===== config.mk =====
export PLATFORM = sky130hd
export DESIGN_NAME = branch_predictor_btb_flat
export DESIGN_NICKNAME = d
export VERILOG_FILES = /design/src/rtl/branch_predictor_btb_if.sv /design/src/rtl/branch_predictor_btb.sv /design/src/flat_wrapper.sv
export SDC_FILE = /design/constraint.sdc
export NUM_CORES = 2
export LEC_CHECK = 0
export ABC_CLOCK_PERIOD_IN_PS = 4500
export CAP_MARGIN = 20
export CORE_UTILIZATION = 55
export DETAILED_ROUTE_END_ITERATION = 16
export PLACE_DENSITY_LB_ADDON = 0.08
export SYNTH_ARGS = -nofsm -noshare
export SYNTH_HDL_FRONTEND = slang
export SYNTH_SLANG_ARGS = --single-unit

===== constraint.sdc =====
create_clock -name clk -period 4.5 [get_ports clk]
set_clock_uncertainty 0.2 [all_clocks]
set_input_delay 0.675 -clock clk [delete_from_list [all_inputs] [get_ports clk]]
set_output_delay 0.675 -clock clk [all_outputs]
set_load 0.01 [all_outputs]

===== src/rtl/branch_predictor_btb_if.sv =====
// Fetch/decode-side signal bundle of the branch predictor. Port names are
// written from the predictor's point of view (i_ = into predictor, o_ = out of it).
interface branch_predictor_btb_if #(
  parameter int XLEN   = 32,
  parameter int STAT_W = 16
);
  logic [XLEN-1:0]   i_pc_f;
  logic              o_predict_taken;
  logic [XLEN-1:0]   o_predict_target;
  logic              i_stall_d;
  logic              i_flush_d;
  logic              o_pred_taken_d;
  logic [XLEN-1:0]   o_pred_target_d;
  logic              i_upd_valid;
  logic              i_upd_is_branch;
  logic              i_upd_is_jump;
  logic [XLEN-1:0]   i_upd_pc;
  logic              i_upd_taken;
  logic [XLEN-1:0]   i_upd_target;
  logic              i_flush_all;
  logic              o_mispredict;
  logic [XLEN-1:0]   o_redirect_pc;
  logic [STAT_W-1:0] o_branch_cnt;
  logic [STAT_W-1:0] o_mispred_cnt;

  modport master (
    output i_pc_f, i_stall_d, i_flush_d, i_upd_valid, i_upd_is_branch,
           i_upd_is_jump, i_upd_pc, i_upd_taken, i_upd_target, i_flush_all,
    input  o_predict_taken, o_predict_target, o_pred_taken_d, o_pred_target_d,
           o_mispredict, o_redirect_pc, o_branch_cnt, o_mispred_cnt
  );

  modport slave (
    input  i_pc_f, i_stall_d, i_flush_d, i_upd_valid, i_upd_is_branch,
           i_upd_is_jump, i_upd_pc, i_upd_taken, i_upd_target, i_flush_all,
    output o_predict_taken, o_predict_target, o_pred_taken_d, o_pred_target_d,
           o_mispredict, o_redirect_pc, o_branch_cnt, o_mispred_cnt
  );
endinterface


===== src/rtl/branch_predictor_btb.sv =====
// Direct-mapped BTB with per-entry saturating direction counter: predicts in F,
// carries the prediction into D, and flags mispredicts against the D resolution.
module branch_predictor_btb #(
  parameter int XLEN    = 32,
  parameter int ENTRIES = 16,
  parameter int CTR_W   = 2,
  parameter int STAT_W  = 16
) (
  input  logic                  clk,
  input  logic                  rst_n,
  branch_predictor_btb_if.slave bus
);
  localparam int IDX_W = $clog2(ENTRIES);
  localparam int TAG_W = XLEN - IDX_W - 2;
  localparam logic [CTR_W-1:0] CTR_MAX  = {CTR_W{1'b1}};
  localparam logic [CTR_W-1:0] CTR_WEAK = CTR_W'(1) << (CTR_W - 1);

  logic [ENTRIES-1:0] r_valid;
  logic [ENTRIES-1:0] r_jump;
  logic [TAG_W-1:0]   r_tag    [ENTRIES];
  logic [XLEN-1:0]    r_target [ENTRIES];
  logic [CTR_W-1:0]   r_ctr    [ENTRIES];

  logic              r_pred_taken_d;
  logic [XLEN-1:0]   r_pred_target_d;
  logic [STAT_W-1:0] r_branch_cnt;
  logic [STAT_W-1:0] r_mispred_cnt;

  logic [IDX_W-1:0] w_lk_idx;
  logic [TAG_W-1:0] w_lk_tag;
  logic             w_lk_hit;
  logic             w_pred_taken;
  logic [IDX_W-1:0] w_upd_idx;
  logic [TAG_W-1:0] w_upd_tag;
  logic             w_upd_hit;
  logic [CTR_W-1:0] w_ctr_next;
  logic             w_mispredict;
  logic [XLEN-1:0]  w_redirect_pc;
  logic             w_unused;

  // Instructions are word aligned, so the two low PC bits carry no information.
  assign w_unused = ^{bus.i_pc_f[1:0], bus.i_upd_pc[1:0]};

  assign w_lk_idx     = bus.i_pc_f[IDX_W+1:2];
  assign w_lk_tag     = bus.i_pc_f[XLEN-1:IDX_W+2];
  assign w_lk_hit     = r_valid[w_lk_idx] && (r_tag[w_lk_idx] == w_lk_tag);
  assign w_pred_taken = w_lk_hit && (r_ctr[w_lk_idx][CTR_W-1] || r_jump[w_lk_idx]);

  assign bus.o_predict_taken  = w_pred_taken;
  assign bus.o_predict_target = w_pred_taken ? r_target[w_lk_idx] : '0;

  assign w_upd_idx = bus.i_upd_pc[IDX_W+1:2];
  assign w_upd_tag = bus.i_upd_pc[XLEN-1:IDX_W+2];
  assign w_upd_hit = r_valid[w_upd_idx] && (r_tag[w_upd_idx] == w_upd_tag);

  always_comb begin
    w_ctr_next = r_ctr[w_upd_idx];
    if (bus.i_upd_taken && (r_ctr[w_upd_idx] != CTR_MAX))
      w_ctr_next = r_ctr[w_upd_idx] + CTR_W'(1);
    else if (!bus.i_upd_taken && (r_ctr[w_upd_idx] != '0))
      w_ctr_next = r_ctr[w_upd_idx] - CTR_W'(1);
  end

  always_comb begin
    w_mispredict  = 1'b0;
    w_redirect_pc = '0;
    if (bus.i_upd_valid) begin
      if (bus.i_upd_is_branch)
        w_mispredict = (bus.i_upd_taken != r_pred_taken_d) ||
                       (bus.i_upd_taken && (bus.i_upd_target != r_pred_target_d));
      else
        w_mispredict = r_pred_taken_d;
    end
    if (w_mispredict)
      w_redirect_pc = (bus.i_upd_is_branch && bus.i_upd_taken) ? bus.i_upd_target
                                                               : bus.i_upd_pc + XLEN'(4);
  end

  assign bus.o_mispredict  = w_mispredict;
  assign bus.o_redirect_pc = w_redirect_pc;

  // Lookup reads the pre-update contents; writes land at the edge with no bypass.
  always_ff @(posedge clk or negedge rst_n) begin
    if (!rst_n) begin
      r_valid <= '0;
      r_jump  <= '0;
      for (int i = 0; i < ENTRIES; i++) begin
        r_tag[i]    <= '0;
        r_target[i] <= '0;
        r_ctr[i]    <= '0;
      end
    end else if (bus.i_flush_all) begin
      r_valid <= '0;
    end else if (bus.i_upd_valid) begin
      if (bus.i_upd_is_branch) begin
        if (w_upd_hit) begin
          r_ctr[w_upd_idx]  <= w_ctr_next;
          r_jump[w_upd_idx] <= bus.i_upd_is_jump;
          if (bus.i_upd_taken)
            r_target[w_upd_idx] <= bus.i_upd_target;
        end else if (bus.i_upd_taken) begin
          r_valid[w_upd_idx]  <= 1'b1;
          r_tag[w_upd_idx]    <= w_upd_tag;
          r_target[w_upd_idx] <= bus.i_upd_target;
          r_jump[w_upd_idx]   <= bus.i_upd_is_jump;
          r_ctr[w_upd_idx]    <= CTR_WEAK;
        end
      end else if (w_upd_hit) begin
        r_valid[w_upd_idx] <= 1'b0;
      end
    end
  end

  always_ff @(posedge clk or negedge rst_n) begin
    if (!rst_n) begin
      r_pred_taken_d  <= 1'b0;
      r_pred_target_d <= '0;
    end else if (bus.i_flush_d) begin
      r_pred_taken_d  <= 1'b0;
      r_pred_target_d <= '0;
    end else if (!bus.i_stall_d) begin
      r_pred_taken_d  <= w_pred_taken;
      r_pred_target_d <= bus.o_predict_target;
    end
  end

  always_ff @(posedge clk or negedge rst_n) begin
    if (!rst_n) begin
      r_branch_cnt  <= '0;
      r_mispred_cnt <= '0;
    end else begin
      if (bus.i_upd_valid && bus.i_upd_is_branch && (r_branch_cnt != '1))
        r_branch_cnt <= r_branch_cnt + STAT_W'(1);
      if (w_mispredict && (r_mispred_cnt != '1))
        r_mispred_cnt <= r_mispred_cnt + STAT_W'(1);
    end
  end

  assign bus.o_pred_taken_d  = r_pred_taken_d;
  assign bus.o_pred_target_d = r_pred_target_d;
  assign bus.o_branch_cnt    = r_branch_cnt;
  assign bus.o_mispred_cnt   = r_mispred_cnt;
endmodule


===== src/flat_wrapper.sv =====
// flat-port wrapper written by rule: the top's interface ports become plain ports
module branch_predictor_btb_flat 
#(
  parameter int XLEN    = 32,
  parameter int ENTRIES = 16,
  parameter int CTR_W   = 2,
  parameter int STAT_W  = 16
)
  (clk, rst_n, bus_i_pc_f, bus_i_stall_d, bus_i_flush_d, bus_i_upd_valid, bus_i_upd_is_branch, bus_i_upd_is_jump, bus_i_upd_pc, bus_i_upd_taken, bus_i_upd_target, bus_i_flush_all, bus_o_predict_taken, bus_o_predict_target, bus_o_pred_taken_d, bus_o_pred_target_d, bus_o_mispredict, bus_o_redirect_pc, bus_o_branch_cnt, bus_o_mispred_cnt);
  branch_predictor_btb_if #(.XLEN(XLEN), .STAT_W(STAT_W)) bus_i ();
  input  logic clk;
  input  logic rst_n;
  input wire logic [$bits(bus_i.i_pc_f)-1:0] bus_i_pc_f;
  input wire logic [$bits(bus_i.i_stall_d)-1:0] bus_i_stall_d;
  input wire logic [$bits(bus_i.i_flush_d)-1:0] bus_i_flush_d;
  input wire logic [$bits(bus_i.i_upd_valid)-1:0] bus_i_upd_valid;
  input wire logic [$bits(bus_i.i_upd_is_branch)-1:0] bus_i_upd_is_branch;
  input wire logic [$bits(bus_i.i_upd_is_jump)-1:0] bus_i_upd_is_jump;
  input wire logic [$bits(bus_i.i_upd_pc)-1:0] bus_i_upd_pc;
  input wire logic [$bits(bus_i.i_upd_taken)-1:0] bus_i_upd_taken;
  input wire logic [$bits(bus_i.i_upd_target)-1:0] bus_i_upd_target;
  input wire logic [$bits(bus_i.i_flush_all)-1:0] bus_i_flush_all;
  output wire logic [$bits(bus_i.o_predict_taken)-1:0] bus_o_predict_taken;
  output wire logic [$bits(bus_i.o_predict_target)-1:0] bus_o_predict_target;
  output wire logic [$bits(bus_i.o_pred_taken_d)-1:0] bus_o_pred_taken_d;
  output wire logic [$bits(bus_i.o_pred_target_d)-1:0] bus_o_pred_target_d;
  output wire logic [$bits(bus_i.o_mispredict)-1:0] bus_o_mispredict;
  output wire logic [$bits(bus_i.o_redirect_pc)-1:0] bus_o_redirect_pc;
  output wire logic [$bits(bus_i.o_branch_cnt)-1:0] bus_o_branch_cnt;
  output wire logic [$bits(bus_i.o_mispred_cnt)-1:0] bus_o_mispred_cnt;
  assign bus_i.i_pc_f = bus_i_pc_f;
  assign bus_i.i_stall_d = bus_i_stall_d;
  assign bus_i.i_flush_d = bus_i_flush_d;
  assign bus_i.i_upd_valid = bus_i_upd_valid;
  assign bus_i.i_upd_is_branch = bus_i_upd_is_branch;
  assign bus_i.i_upd_is_jump = bus_i_upd_is_jump;
  assign bus_i.i_upd_pc = bus_i_upd_pc;
  assign bus_i.i_upd_taken = bus_i_upd_taken;
  assign bus_i.i_upd_target = bus_i_upd_target;
  assign bus_i.i_flush_all = bus_i_flush_all;
  assign bus_o_predict_taken = bus_i.o_predict_taken;
  assign bus_o_predict_target = bus_i.o_predict_target;
  assign bus_o_pred_taken_d = bus_i.o_pred_taken_d;
  assign bus_o_pred_target_d = bus_i.o_pred_target_d;
  assign bus_o_mispredict = bus_i.o_mispredict;
  assign bus_o_redirect_pc = bus_i.o_redirect_pc;
  assign bus_o_branch_cnt = bus_i.o_branch_cnt;
  assign bus_o_mispred_cnt = bus_i.o_mispred_cnt;
  branch_predictor_btb #(.XLEN(XLEN), .ENTRIES(ENTRIES), .CTR_W(CTR_W), .STAT_W(STAT_W)) u_core (.clk(clk), .rst_n(rst_n), .bus(bus_i));
endmodule

# Word-level counts from Yosys, hierarchy flattened
# Cells that the tools add are included.
# totals
ff_bits	1057
input_bits	105
output_inout_bits	131
elab_cells	162
# classes
n_addsub	5
n_lt_le_gt_ge	6
eq_ne	9
mux	54
n_bitwise	10
reduce_logical	24
# op_table
operator	n
$bwmux 512	1
$bwmux 416	1
$mux 32	10
$bmux 26 s4	2
$mux 26	5
$bmux 32 s4	1
$demux 32 s4	1
$mux 16	8
$demux 26 s4	1
$eq 26x26->1	2
$add 16x1->16 const B	2
$add 32x3->32 const B	1
$and 16x16->16	2
$bwmux 32	1
$ne 16x16->1 const B	2
$ne 32x32->1	1
$not 16->16	2
$or 16x16->16	2
$bmux 2 s4	2
$bwmux 16	1
$mux 2	7
$bmux 1 s4	3
$logic_and 1x1->1	12
$reduce_and 4->1	3
20 further kinds	35

# Logic depth before layout (Yosys ltp)
# logic_depth
word_depth	10
depth_mapped	18
ltp_nobuf	9

# Worst setup path before layout
# Ideal clock, no wire load.
# synth_timing
path_kind	in2out
startpoint	input port bus_i_pc_f[2]
endpoint	output port bus_o_predict_target[10]
t_arrival_ns	3.587
path_slack_ns	0.038
stages	11
cell_sequence	clkbuf_1 buf_1 mux4_2 mux4_2 xnor2_1 nand4_1 nor4_1 nand4_1 buf_2 clkbuf_1 nor2b_1
# synth_between
elab_chain_cells	8
elab_cells_between_ends	19
cone_classes	1 x eq/ne; 14 x mux; 1 x bitwise; 3 x reduce/logical
# synth_rtl
element	line	text
start, declared	flat_wrapper.sv:13	input wire logic [$bits(bus_i.i_pc_f)-1:0] bus_i_pc_f;
$not 4->5 (implied by the code)	branch_predictor_btb.sv:46, branch_predictor_btb.sv:47, branch_predictor_btb.sv:50	
$bmux 26 s4	branch_predictor_btb.sv:46	assign w_lk_hit = r_valid[w_lk_idx] && (r_tag[w_lk_idx] == w_lk_tag);
$mux 26 (implied by the code) (2 in a row)	branch_predictor_btb.sv:46	
$eq 26x26->1	branch_predictor_btb.sv:46	
$logic_and 1x1->1	branch_predictor_btb.sv:46	
$logic_and 1x1->1	branch_predictor_btb.sv:47	assign w_pred_taken = w_lk_hit && (r_ctr[w_lk_idx][CTR_W-1] || r_jump[w_lk_idx]);
$mux 32 *	branch_predictor_btb.sv:50	assign bus.o_predict_target = w_pred_taken ? r_target[w_lk_idx] : '0;
end, declared	flat_wrapper.sv:24	output wire logic [$bits(bus_i.o_predict_target)-1:0] bus_o_predict_target;
# Mark *: on every way between the ends. The rest lies on a longest branch, timed or not. The select of a mux whose other input is x is not followed.

# Worst setup path in the final report
# layout_timing
startpoint	register u_core.r_tag[22] (netlist name)
endpoint	output port bus_o_predict_target[31]
# layout_between
elab_chain_cells	7
# layout_rtl
element	line	text
start, declared	branch_predictor_btb.sv:20	logic [TAG_W-1:0] r_tag [ENTRIES];
start signal, assigned by index	branch_predictor_btb.sv:103	r_tag[w_upd_idx] <= w_upd_tag;
$bmux 26 s4	branch_predictor_btb.sv:46	
$mux 26 (implied by the code) (2 in a row)	branch_predictor_btb.sv:46	
$eq 26x26->1	branch_predictor_btb.sv:46	
$logic_and 1x1->1	branch_predictor_btb.sv:46	
$logic_and 1x1->1	branch_predictor_btb.sv:47	
$mux 32	branch_predictor_btb.sv:50	
# Every way passes these cells. The select of a mux whose other input is x is not followed.

==> impl_metrics.toml <==
[status]
outcome = "finished with violations"
violations = "negative setup slack"

[floorplan]
die_h_microns = 314
chipWidth_microns = 314
die-area_sq_um = 98700
ios = 236
row_count = 114
start_util_pct = 55.5
design.core.area_sq_um = 96600

[logic_synthesis]
synthesis.area_sq_um = 53600
ys_ff_latch = 1057
synth-edff-count = 0
ys_warn_count = 0
ys.flop_type = "dfrtp_1"
syn_inst = 3721
synth.avg_cell_area_sq_um = 14.4
yosysSeqAreaShare_pct = 49.4
yosysUniqueCellTypes = 55
syn_nets = 3834
async_flop_share_pct = 100

[detailed_routing]
viasPerCell = 6.56
wl_per_cell_microns = 30.7
drc = 0
vias = 35800
ant_nets = 0
wl_microns = 168000
drt_iter0_markers = 3541
drt_first_pass_iters = 5

[sta]
hold_ws_ps = 295
hold_viol = 0
fmax_mhz = 209
slew_viol_final = 0
min_period_ps = 4790
rsz0062_at_grt = "true"
slew_headroom_pct = 28.2
setup_slack_ps = -290
worstMarginPinSlew_ps = 1080
setup_viol = 33
fin_crit_sh_pct = 106

[finish]
layout-drive-gt1-share_pct = 45.2
syn_to_final_growth_pct = 19.5
fillers = 6746
final_cells = 5461
nets = 4204

[critical_path]
timing.rr.start = "u_core.r_tag[7]$_DFFE_PN0P_"
r2r-end = "u_core.r_tag[134]$_DFFE_PN0P_"
ff2ff_setup_slack_ps = 410
end_kind = "output pin"
crit_arrival_ps = 3910
r2r_cells = 12
path_class = "reg -> out"
setup.worst_path.start = "u_core.r_tag[22]$_DFFE_PN0P_"
crit_path_max_fanout = 11
crit_required_ps = 3620
setup.worst_path.end = "bus_o_predict_target[31]"
start_kind = "register"

[grt]
grt_pass1_vias = 37600
grt_pass1_wl_microns = 251000
antenna_found_initial = 6
grt_remaining_overflow = 0
grt_max_degree = 102
grt_usage_pct = 34.5

[clocking]
path_clk_slew_ps = 60
cts_buffers = 113
numClockSinks = 1057
clockBufferDepth = 3
cts_tree = "built"
h-tree-depth = 3
cts_root_buffer = "clkbuf_16"
worstSkewPairLatency_ps = 710

[power_and_ir_drop]
ir_worst_vdd_mv = 0.303
power_density_nw_per_um2 = 370
p_int_w = 0.0177
pwr-share-comb_pct = 13.5
p_total_w = 0.0237
p_switching_w = 0.00596
seqPwrFrac_pct = 45.7
p_leak_nw = 29.6
clkPwrFrac_pct = 40.8
p_sw_share_pct = 25.2

[run]
maxCapViolCount = 0

[worst_hold_path]
hp-class = "reg -> reg"

[place]
dpl.cell_count = 5236
dpl.hpwl_microns = 111000
place.gp.congestion = 0.939
portBuffers = 233
pre_cts_ws_ps = -884
[worst min-delay path by stage]
stage          depth (start not counted)                                      from                                       end
3_5_place_dp                           1               u_core.r_ctr[2]$_DFFE_PN0P_               u_core.r_ctr[2]$_DFFE_PN0P_
5_1_grt                                1               u_core.r_ctr[2]$_DFFE_PN0P_               u_core.r_ctr[2]$_DFFE_PN0P_
3_3_place_gp                           1   u_core.bus.o_mispred_cnt[9]$_DFFE_PN0P_   u_core.bus.o_mispred_cnt[9]$_DFFE_PN0P_
4_1_cts                                1               u_core.r_ctr[2]$_DFFE_PN0P_               u_core.r_ctr[2]$_DFFE_PN0P_
6_report                               1  u_core.bus.o_mispred_cnt[15]$_DFFE_PN0P_  u_core.bus.o_mispred_cnt[15]$_DFFE_PN0P_
2_1_floorplan                          0                                     rst_n    u_core.bus.o_branch_cnt[0]$_DFFE_PN0P_
[cell usage after synthesis (all sizes together), types with 28 or more instances]
cell	instances	area share [%]
a211oi	28	0.39
a21oi	70	0.65
buf	131	1.6
clkbuf	241	1.7
dfrtp	1057	49
inv	29	0.20
mux2	954	20
mux2i	93	1.7
mux4	366	15
nand2	66	0.46
nand4	28	0.33
nor2	121	0.85
nor2b	54	0.63
nor3b	35	0.49
o21ai	76	0.72
xnor2	89	1.5
xor2	51	0.83
[cell usage in the layout, fill, tap and decap left out, types with 38 or more instances in the layout]
cell type | synthesis | routed
nand2_1 | 66 | 61
buf_12 | 0 | 78
dfrtp_1 | 1057 | 1057
xor2_1 | 51 | 51
mux2_1 | 136 | 136
buf_4 | 38 | 307
mux2_2 | 818 | 818
clkbuf_16 | 0 | 116
xnor2_1 | 89 | 80
a21oi_1 | 70 | 70
clkdlybuf4s50_1 | 0 | 179
mux2i_1 | 93 | 93
o21ai_0 | 75 | 75
nor2b_1 | 54 | 38
nor2_1 | 121 | 107
mux4_2 | 366 | 366
[flip-flops by register name, indices dropped and copies added (netlist names)]
register / flops
u_core.r_valid: 16
u_core.r_jump: 16
u_core.bus.o_mispred_cnt: 16
u_core.r_ctr: 32
u_core.r_tag: 416
u_core.bus.o_pred_taken_d: 1
u_core.bus.o_branch_cnt: 16
u_core.bus.o_pred_target_d: 32
u_core.r_target: 512
[layer usage]
layer	part of all wire (%)	GRT usage, %	vias up
li1	-	-	14600
met5	0.017	0	-
met1	42	49.6	19200
met4	2.8	10.8	4
met2	47	53.2	1692
met3	8.2	7.00	314
[timing repair]
action	in CTS	in global routing
setup endpoints to repair	48	53
gates cloned	4	1
buffers inserted	2	7
pin swaps	4	5
hold endpoints to repair	75	0
gates resized for setup	157	52
hold buffers	1	0
[power by group through the flow]
stage / sequential, W / clock, W / combinational (W)
floorplan: 0.0108 / 0 / 0.00193
global placement: 0.0109 / 0 / 0.00305
detailed placement: 0.0110 / 0 / 0.00315
CTS: 0.0108 / 0.00979 / 0.00318
global route: 0.0109 / 0.0102 / 0.00341
finish: 0.0108 / 0.00965 / 0.00320
[critical path, cell delays in order, from the launching register on]
cell,delay (ps)
dfrtp_1,410
mux4_2,470
mux4_2,490
xnor2_1,250
nand4_1,300
nor4_4,340
buf_4,160
nand4_1,100
buf_6,200
buf_12,180
nor2b_2,130
buf_2,140
[per-stage QoR]
stage	utilization, %	setup TNS (ps)	area, sq um
finish	66.3	-8310	64000
global route	66.3	-8590	64000
CTS	65.9	-8570	63600
detailed placement	61.8	-245470	59700
global placement	61.8	-212060	59700
floorplan	-	0	53600
[logic make-up (layout without fill, tap and decap cells)]
family	Yosys count	count (layout)	synth area share (%)
AO/OA/AOI/OAI	297	297	3.58
XOR/XNOR	140	140	2.29
adder cells (fa/ha/maj)	8	8	0.187
buffers and inverters	401	861	3.53
flip-flops	1057	1057	49.4
multiplexers	1413	1413	37.2
other	0	4	0
AND/OR/NAND/NOR	405	405	3.90
[area by class of cell]
cell class	instances	area, sq um	area share (%)
Multi-Input combinational cell	2263	25700	40.1
Tap cell	1276	1600	2.49
Clock inverter	38	484	0.756
Sequential cell	1057	26500	41.3
Timing Repair Buffer	627	6350	9.91
Inverter	29	109	0.170
Clock buffer	167	3380	5.28
Antenna cell	4	10.0	0.0156
No activity file was read; power rests on OpenSTA's default activity.
